`src/rtl/arith_pkg.sv`:
```
// Shared arithmetic types: serial subtractor state encoding and counter sizing helper.
package arith_pkg;

    typedef enum logic [1:0] {
        IDLE = 2'd0,
        RUN  = 2'd1,
        DONE = 2'd2
    } sub_state_t;

    // Bit counter must hold 0..WIDTH.
    function automatic int sub_cnt_width(input int width);
        return $clog2(width + 1);
    endfunction

endpackage

```
`src/rtl/fulladder.sv`:
```
// One-bit full adder cell; purely combinational, zero latency, no flow control.
module fulladder (
    input  logic a_i,
    input  logic b_i,
    input  logic c_i,
    output logic s_o,
    output logic c_o
);

    assign s_o = a_i ^ b_i ^ c_i;
    assign c_o = (a_i & b_i) | (a_i & c_i) | (b_i & c_i);

endmodule

```
`src/rtl/serial_subtractor.sv`:
```
// Bit-serial LSB-first a-b-bin; done pulses WIDTH+1 cycles after start; start ignored while busy.
// Optional signed-overflow output enabled by SERIAL_SUB_OVF_EN.
module serial_subtractor
    import arith_pkg::*;
#(
    parameter int WIDTH = 8
) (
    input  logic             clk,
    input  logic             rst,
    input  logic             start,
    input  logic [WIDTH-1:0] a,
    input  logic [WIDTH-1:0] b,
    input  logic             bin,
    output logic             busy,
    output logic             done,
    output logic [WIDTH-1:0] diff,
`ifdef SERIAL_SUB_OVF_EN
    output logic             ovf,
`endif
    output logic             bout
);

    localparam int CNT_W = sub_cnt_width(WIDTH);

    sub_state_t       state_q;
    logic [WIDTH-1:0] a_sh_q;
    logic [WIDTH-1:0] b_sh_q;
    logic [WIDTH-2:0] diff_sh_q;
    logic [WIDTH-1:0] diff_q;
    logic [WIDTH-1:0] diff_d;
    logic [CNT_W-1:0] cnt_q;
    logic             c_q;
    logic             bout_q;
    logic             busy_q;
    logic             done_q;
    logic             fa_s;
    logic             fa_co;
    logic             last_bit;
`ifdef SERIAL_SUB_OVF_EN
    logic             a_msb_q;
    logic             b_msb_q;
    logic             ovf_q;
`endif

    // Subtraction as a + ~b + ~bin: the carry chain starts at ~bin.
    fulladder u_fa (
        .a_i (a_sh_q[0]),
        .b_i (~b_sh_q[0]),
        .c_i (c_q),
        .s_o (fa_s),
        .c_o (fa_co)
    );

    assign diff_d   = {fa_s, diff_sh_q};
    assign last_bit = (cnt_q == CNT_W'(WIDTH - 1));

    always_ff @(posedge clk) begin
        if (rst) begin
            state_q   <= IDLE;
            a_sh_q    <= '0;
            b_sh_q    <= '0;
            diff_sh_q <= '0;
            diff_q    <= '0;
            cnt_q     <= '0;
            c_q       <= 1'b0;
            bout_q    <= 1'b0;
            busy_q    <= 1'b0;
            done_q    <= 1'b0;
`ifdef SERIAL_SUB_OVF_EN
            a_msb_q   <= 1'b0;
            b_msb_q   <= 1'b0;
            ovf_q     <= 1'b0;
`endif
        end else begin
            case (state_q)
                IDLE: begin
                    if (start) begin
                        a_sh_q  <= a;
                        b_sh_q  <= b;
                        c_q     <= ~bin;
                        cnt_q   <= '0;
                        busy_q  <= 1'b1;
                        state_q <= RUN;
`ifdef SERIAL_SUB_OVF_EN
                        a_msb_q <= a[WIDTH-1];
                        b_msb_q <= b[WIDTH-1];
`endif
                    end
                end
                RUN: begin
                    a_sh_q    <= a_sh_q >> 1;
                    b_sh_q    <= b_sh_q >> 1;
                    c_q       <= fa_co;
                    diff_sh_q <= diff_d[WIDTH-1:1];
                    cnt_q     <= cnt_q + CNT_W'(1);
                    // Visible result only changes once all bits are in.
                    if (last_bit) begin
                        diff_q  <= diff_d;
                        bout_q  <= ~fa_co;
                        done_q  <= 1'b1;
                        state_q <= DONE;
`ifdef SERIAL_SUB_OVF_EN
                        ovf_q   <= (a_msb_q ^ b_msb_q) & (fa_s != a_msb_q);
`endif
                    end
                end
                DONE: begin
                    done_q  <= 1'b0;
                    busy_q  <= 1'b0;
                    state_q <= IDLE;
                end
                default: begin
                    state_q <= IDLE;
                end
            endcase
        end
    end

    assign busy = busy_q;
    assign done = done_q;
    assign diff = diff_q;
    assign bout = bout_q;
`ifdef SERIAL_SUB_OVF_EN
    assign ovf  = ovf_q;
`endif

endmodule
```
`config.mk`:
```
export PLATFORM = sky130hd
export DESIGN_NAME = serial_subtractor
export DESIGN_NICKNAME = d
export VERILOG_FILES = /design/src/rtl/arith_pkg.sv /design/src/rtl/fulladder.sv /design/src/rtl/serial_subtractor.sv
export SDC_FILE = /design/constraint.sdc
export NUM_CORES = 1
export LEC_CHECK = 0
export BUFFER_PORTS_ARGS = -buffer_cell sky130_fd_sc_hd__buf_2
export CAP_MARGIN = 10
export CORE_MARGIN = 10
export CORE_UTILIZATION = 43
export CTS_BUF_LIST = sky130_fd_sc_hd__clkbuf_16
export CTS_CLUSTER_SIZE = 12
export DETAILED_ROUTE_END_ITERATION = 16
export GPL_TIMING_DRIVEN = 0
export PLACE_DENSITY = 0.62
export SETUP_SLACK_MARGIN = 0.5
export SLEW_MARGIN = 10
export SYNTH_ARGS = -nofsm -noshare
export SYNTH_HDL_FRONTEND = slang
export SYNTH_SLANG_ARGS = --single-unit
```
`constraint.sdc`:
```
create_clock -name clk -period 1.3 [get_ports clk]
set_input_delay 0 -clock clk [delete_from_list [all_inputs] [get_ports clk]]
set_output_delay 0 -clock clk [all_outputs]
set_load 0.005 [all_outputs]
```
==> flow_summary.yaml, run 1 <==
cts:
  tritoncts: "yes"
  h-tree-depth: 2
  clkLatencyLatePin_ns: 0.28
  cts-root-buf: "clkbuf_16"
  clockBufferDepth: 2
  cts_sinks: 41
  path_clk_slew_ns: 0.06
  cts_buffers: 5
sta:
  finalHoldViolCount: 0
  report.final.slew_viol_count: 0
  max_freq_mhz: 790.1
  worstMarginPinSlew_ns: 0.7174
  relSlewSlack_pct: 52.17
  setup_violations: 0
  fin_ws_ns: 0.03437
  fin_skew_ns: 0.005084
  rsz0062_at_grt: "yes"
  hold_ws_ns: 0.05948
  period_share_pct: 97.36
  layout_min_cycle_time_ns: 1.266
routing:
  vias: 1696
  wl_mm: 5.334
  drc: 0
  drt-vias-per-instance: 5.048
  drt_pass1_iterations: 4
  routedWlPerCell_um: 15.88
  drt-initial-drc-count: 138
  ant_nets: 0
global_routing:
  grt_pass1_vias: 1687
  grt_antenna_before_repair: 0
  grt_usage_pct: 13.61
  grt_max_degree: 13
  globalRoute.totalOverflow: 0
  grt_pass1_wl_mm: 8.245
synth:
  synth_area_leader_cell: "dfxtp_1"
  yosysTopAreaCellShare_pct: 44.44
  ys_warn_count: 0
  syn_area_sq_mm: 0.001847
  synth_enable_flop_cells: 0
  ys_types: 35
  synth.most_common_cell: "dfxtp_1"
  yosys-top-cells-area: "dfxtp_1 (44%), nand2_1 (5.9%), a211oi_2 (5.4%)"
  ys_top_cells_by_count: "dfxtp_1 (41), nand2_1 (29), nor2_1 (20)"
  synth_fp_nets: 230
  netlist_instances: 208
  yosysSeqAreaShare_pct: 44.44
  ys_async_sr_fraction_pct: 0
  synth_top_flop_cell: "dfxtp_1"
  yosys_register_bits: 41
  avgSynthCellArea_sq_um: 8.879
power:
  netSwitchingFraction_pct: 26.47
  p_per_area_mw_per_mm2: 1036
  p_clk_share_pct: 37.1
  sequentialPowerShare_pct: 42.9
  ir_worst_vdd_mv: 0.7744
  p_int_w: 0.002362
  p_comb_share_pct: 20.0
  p_leak_nw: 1.232
  switching_power_w: 0.0008503
  power_w: 0.003212
job:
  maxCapViolations: 0
cells_and_area:
  syn2layout_area_growth_pct: 67.95
  stdcell_area_sq_mm: 0.003102
  seqCellArea_sq_um: 833.3
  drive_above_1_share_pct: 52.98
  multi_input_area_sq_mm: 0.001242
  utilization_pct: 75.90
  fin_nets: 306
  fill_cells: 272
floorplanning:
  initial_core_util_pct: 45.19
  fp-row-count: 23
  die_y_um: 85.54
  core_area_sq_mm: 0.004086
  dieWidth_um: 85.54
  die_area_sq_mm: 0.007316
  io_pins: 31
placed_design:
  place_area_sq_mm: 0.002162
  hpwl_mm: 2.960
  finalWeightedCongestion: 0.7405
  pre_cts_ws_ns: 0.05184
  port-buffer-count: 30
setup_path:
  crit_path_max_fanout: 2
  arrival_ns: 1.41
  crit_required_ns: 1.44
  start_kind: "flop"
  path_class: "flop to flop"
  end_kind: "flop"
hold_path:
  hold_class: "primary input to flop"
status:
  status: "finished, final reports clean"
==> power groups by stage <==
stage,clock network (W),registers (W),logic [W]
2_1_floorplan,0,0.00137,0.000271
3_3_place_gp,0,0.00138,0.000358
3_5_place_dp,0,0.00138,0.000361
4_1_cts,0.00120,0.00136,0.000526
5_1_grt,0.00125,0.00138,0.000695
6_report,0.00119,0.00138,0.000643
==> state kept, by name, summed over array words and instances, names as in the netlist <==
register,flops
a_sh_q,8
b_sh_q,8
diff,8
diff_sh_q,7
cnt_q,4
state_q,2
bout,1
busy,1
c_q,1
done,1
==> layout make-up <==
| cell class | instances | share of cell area, % |
|---|---|---|
| diodes | 1 | 0.08068 |
| plain buffers | 17 | 6.091 |
| clock buffers | 5 | 4.034 |
| clock inverters | 3 | 0.4034 |
| inverters | 4 | 0.4841 |
| multi-input cells | 146 | 40.06 |
| flip-flops and latches | 41 | 26.87 |
| well taps | 50 | 2.017 |
| repair buffers | 69 | 19.97 |
==> timing repair <==
item	in CTS	in global routing
gates resized for setup	37	58
hold buffers	16	0
buffers inserted	14	3
hold endpoints to repair	16	0
pin swaps	7	11
cloned	4	2
setup endpoints to repair	40	41
==> final timing paths <==
path                                  start                   endpoint  slack [ns]  depth (start not counted)
setup / recovery     b_sh_q[0]$_SDFFE_PP0P_       diff[7]$_SDFFE_PP0P_        0.03                          3
hold / removal                          rst       diff[1]$_SDFFE_PP0P_        0.06                          4
setup reg to reg     b_sh_q[0]$_SDFFE_PP0P_       diff[7]$_SDFFE_PP0P_        0.03                          3
hold reg to reg   diff_sh_q[0]$_SDFFE_PP0P_  diff_sh_q[0]$_SDFFE_PP0P_        0.46                          2
==> per-layer routing <==
layer,share of wire (%),global-route usage [%]
met1,43,15.87
met2,51,23.02
met3,5.1,4.825
met4,1.1,3.593
met5,0,0
==> metrics by stage <==
step	setup TNS, ns	cells
after floorplan	0	208
after detailed placement	0	288
final	0	336
after global routing	-0.1279	335
after CTS	0	330
after global placement	0	288
==> worst max-delay path, stage by stage, from the launching register on <==
cell and delay [ns]:
dfxtp_2 0.34, fa_1 0.55, nor3b_2 0.19, a211oi_2 0.04
==> placed cells by master (no fill, tap or decap), types with 3 or more instances in the layout <==
cell,netlist,layout
buf_8,1,6
o21ai_2,0,5
a21oi_4,0,10
a22oi_2,0,3
a211oi_2,8,12
clkbuf_16,0,7
o21ai_0,14,8
nand2_1,29,21
nor2b_1,9,8
nand2b_1,10,9
nor2_1,20,8
buf_16,0,3
a21oi_1,16,5
buf_1,3,3
dlygate4sd3_1,0,16
dfxtp_2,0,4
buf_2,3,31
nand2_4,0,4
a21oi_2,8,9
nand2_2,0,4
o21ai_1,2,3
nor2_4,0,10
buf_4,4,9
dfxtp_1,41,35
a211oi_1,8,4
buf_6,3,11
buf_12,0,3
==> cells by family (layout without fill, tap and decap cells) <==
group | count (synthesis) | in the layout | share of synthesized area [%]
buffers and inverters | 21 | 98 | 7.113
adder cells (fa/ha/maj) | 2 | 2 | 1.761
AO/OA/AOI/OAI | 64 | 64 | 25.54
multiplexers | 1 | 1 | 0.5420
AND/OR/NAND/NOR | 79 | 79 | 20.60
flip-flops | 41 | 41 | 44.44
other | 0 | 1 | 0
(Power assumes the default switching activity.)
==> run 2, diff against run 1 <==
Settings changed: RECOVER_POWER set to 50.
==> run 2 against run 1 <==
Against the previous run: register-to-register slack is essentially flat; die area is the same; global-route usage is the same; maximum frequency shrank 0.24%; power shrank 0.10%; worst setup slack lost 0.0031 ns; critical endpoint unchanged; largest cell class unchanged.
==> flow_summary.yaml, run 2 (same netlist as run 1, synthesis figures left out) <==
cts:
  cts_buffers: 5
  cts-root-buf: "clkbuf_16"
  h-tree-depth: 2
  tritoncts: "yes"
  cts_sinks: 41
  clkLatencyLatePin_ns: 0.28
  path_clk_slew_ns: 0.06
  clockBufferDepth: 2
routing:
  ant_nets: 0
  routedWlPerCell_um: 16.00
  wl_mm: 5.375
  vias: 1689
  drc: 0
  drt-vias-per-instance: 5.027
  drt_pass1_iterations: 4
  drt-initial-drc-count: 141
sta:
  rsz0062_at_grt: "yes"
  finalSetupTns_ns: 0
  report.final.slew_viol_count: 0
  worstMarginPinSlew_ns: 0.7302
  fin_skew_ns: 0.005064
  max_freq_mhz: 788.2
  setup_violations: 0
  finalHoldViolCount: 0
  relSlewSlack_pct: 51.32
  period_share_pct: 97.59
  hold_ws_ns: 0.05994
  layout_min_cycle_time_ns: 1.269
cells_and_area:
  drive_above_1_share_pct: 48.77
  utilization_pct: 75.47
  fin_nets: 306
  fill_cells: 279
  multi_input_area_sq_mm: 0.001239
  syn2layout_area_growth_pct: 67.01
  final_common_cell: "dfxtp_1"
  seqCellArea_sq_um: 833.3
  mostFrequentLayoutCells: "dfxtp_1 (35), nand2_1 (21), buf_2 (20)"
floorplanning:
  die_area_sq_mm: 0.007316
  dieWidth_um: 85.54
  io_pins: 31
  die_y_um: 85.54
  fp-row-count: 23
  core_area_sq_mm: 0.004086
  initial_core_util_pct: 45.19
placed_design:
  hpwl_mm: 2.960
  port-buffer-count: 30
  finalWeightedCongestion: 0.7405
status:
  status: "finished, final reports clean"
global_routing:
  grt_pass1_wl_mm: 8.245
  grt_antenna_before_repair: 0
  grt_max_degree: 13
  globalRoute.totalOverflow: 0
  grt_usage_pct: 13.61
  grt_pass1_vias: 1687
power:
  switching_power_w: 0.0008485
  power_w: 0.003209
  sequentialPowerShare_pct: 42.9
  p_comb_share_pct: 20.0
  p_clk_share_pct: 37.1
  p_leak_nw: 1.184
  ir_worst_vdd_mv: 0.7747
  netSwitchingFraction_pct: 26.44
  p_per_area_mw_per_mm2: 1040
  p_int_w: 0.002360
setup_path:
  crit_path_max_fanout: 2
  path_class: "flop to flop"
  end_kind: "flop"
  crit_slowest_cell: "fa_1"
  worstReg2RegStart: "b_sh_q[0]$_SDFFE_PP0P_"
  cpPeakStageDelay_ns: 0.56
  arrival_ns: 1.41
  crit_required_ns: 1.44
  cp_cell_sequence: "fa_1 > nor3b_2 > a211oi_2"
  start_kind: "flop"
  startpoint: "b_sh_q[0]$_SDFFE_PP0P_"
hold_path:
  hold_class: "primary input to flop"
  min_from: "rst"
job:
  maxCapViolations: 0
==> run 2: per-stage QoR <==
step           std cells  setup slack (ns)  instance area, sq um
4_1_cts              330           0.05305                  2785
3_3_place_gp         288           0.04605                  2162
5_1_grt              335          -0.04675                  3082
2_1_floorplan        208            0.1293                  1949
6_report             336           0.03129                  3084
3_5_place_dp         288           0.05184                  2162
==> run 2: per-layer routing <==
metal	part of all wire (%)	vias up	global-route usage [%]	wire length (um)
met3	5.4	7	4.825	289
met2	50	35	23.02	2697
met4	1.0	0	3.593	56
met1	43	783	15.87	2331
met5	0	-	0	0
li1	-	864	-	-
==> run 2: final timing paths <==
| path | to | slack, ns | depth (start not counted) |
|---|---|---|---|
| max reg2reg | diff[7]$_SDFFE_PP0P_ | 0.03 | 3 |
| min reg2reg | diff_sh_q[0]$_SDFFE_PP0P_ | 0.46 | 2 |
| min | diff[1]$_SDFFE_PP0P_ | 0.06 | 4 |
| max | diff[7]$_SDFFE_PP0P_ | 0.03 | 3 |
==> run 2: timing repair <==
item | 4_1_cts | 5_1_grt
endpoints found under the setup margin | 40 | 41
resized for setup | 37 | 58
endpoints found under the hold margin | 16 | 0
hold buffers | 16 | 0
pin swaps | 7 | 11
buffers inserted | 14 | 3
gates cloned | 4 | 2
==> run 2: area by class of cell <==
class | instances | area share (%)
well taps | 50 | 2.028
plain buffers | 17 | 6.126
clock inverters | 3 | 0.4057
diodes | 1 | 0.08114
flip-flops and latches | 41 | 27.02
inverters | 4 | 0.4868
clock buffers | 5 | 4.057
multi-input cells | 146 | 40.16
repair buffers | 69 | 19.63
==> run 2: critical path: cells and delay by family (launching register included) <==
family / cells / cell delay, ns
AO/OA/AOI/OAI: 1 / 0.04
adder cells (fa/ha/maj): 1 / 0.56
flip-flops: 1 / 0.34
AND/OR/NAND/NOR: 1 / 0.19
==> run 2: power groups by stage <==
stage / registers, W / clock network [W] / logic (W)
after global placement: 0.00138 / 0 / 0.000358
after detailed placement: 0.00138 / 0 / 0.000361
after CTS: 0.00136 / 0.00120 / 0.000526
final: 0.00138 / 0.00119 / 0.000642
after floorplan: 0.00137 / 0 / 0.000271
after global routing: 0.00138 / 0.00125 / 0.000693
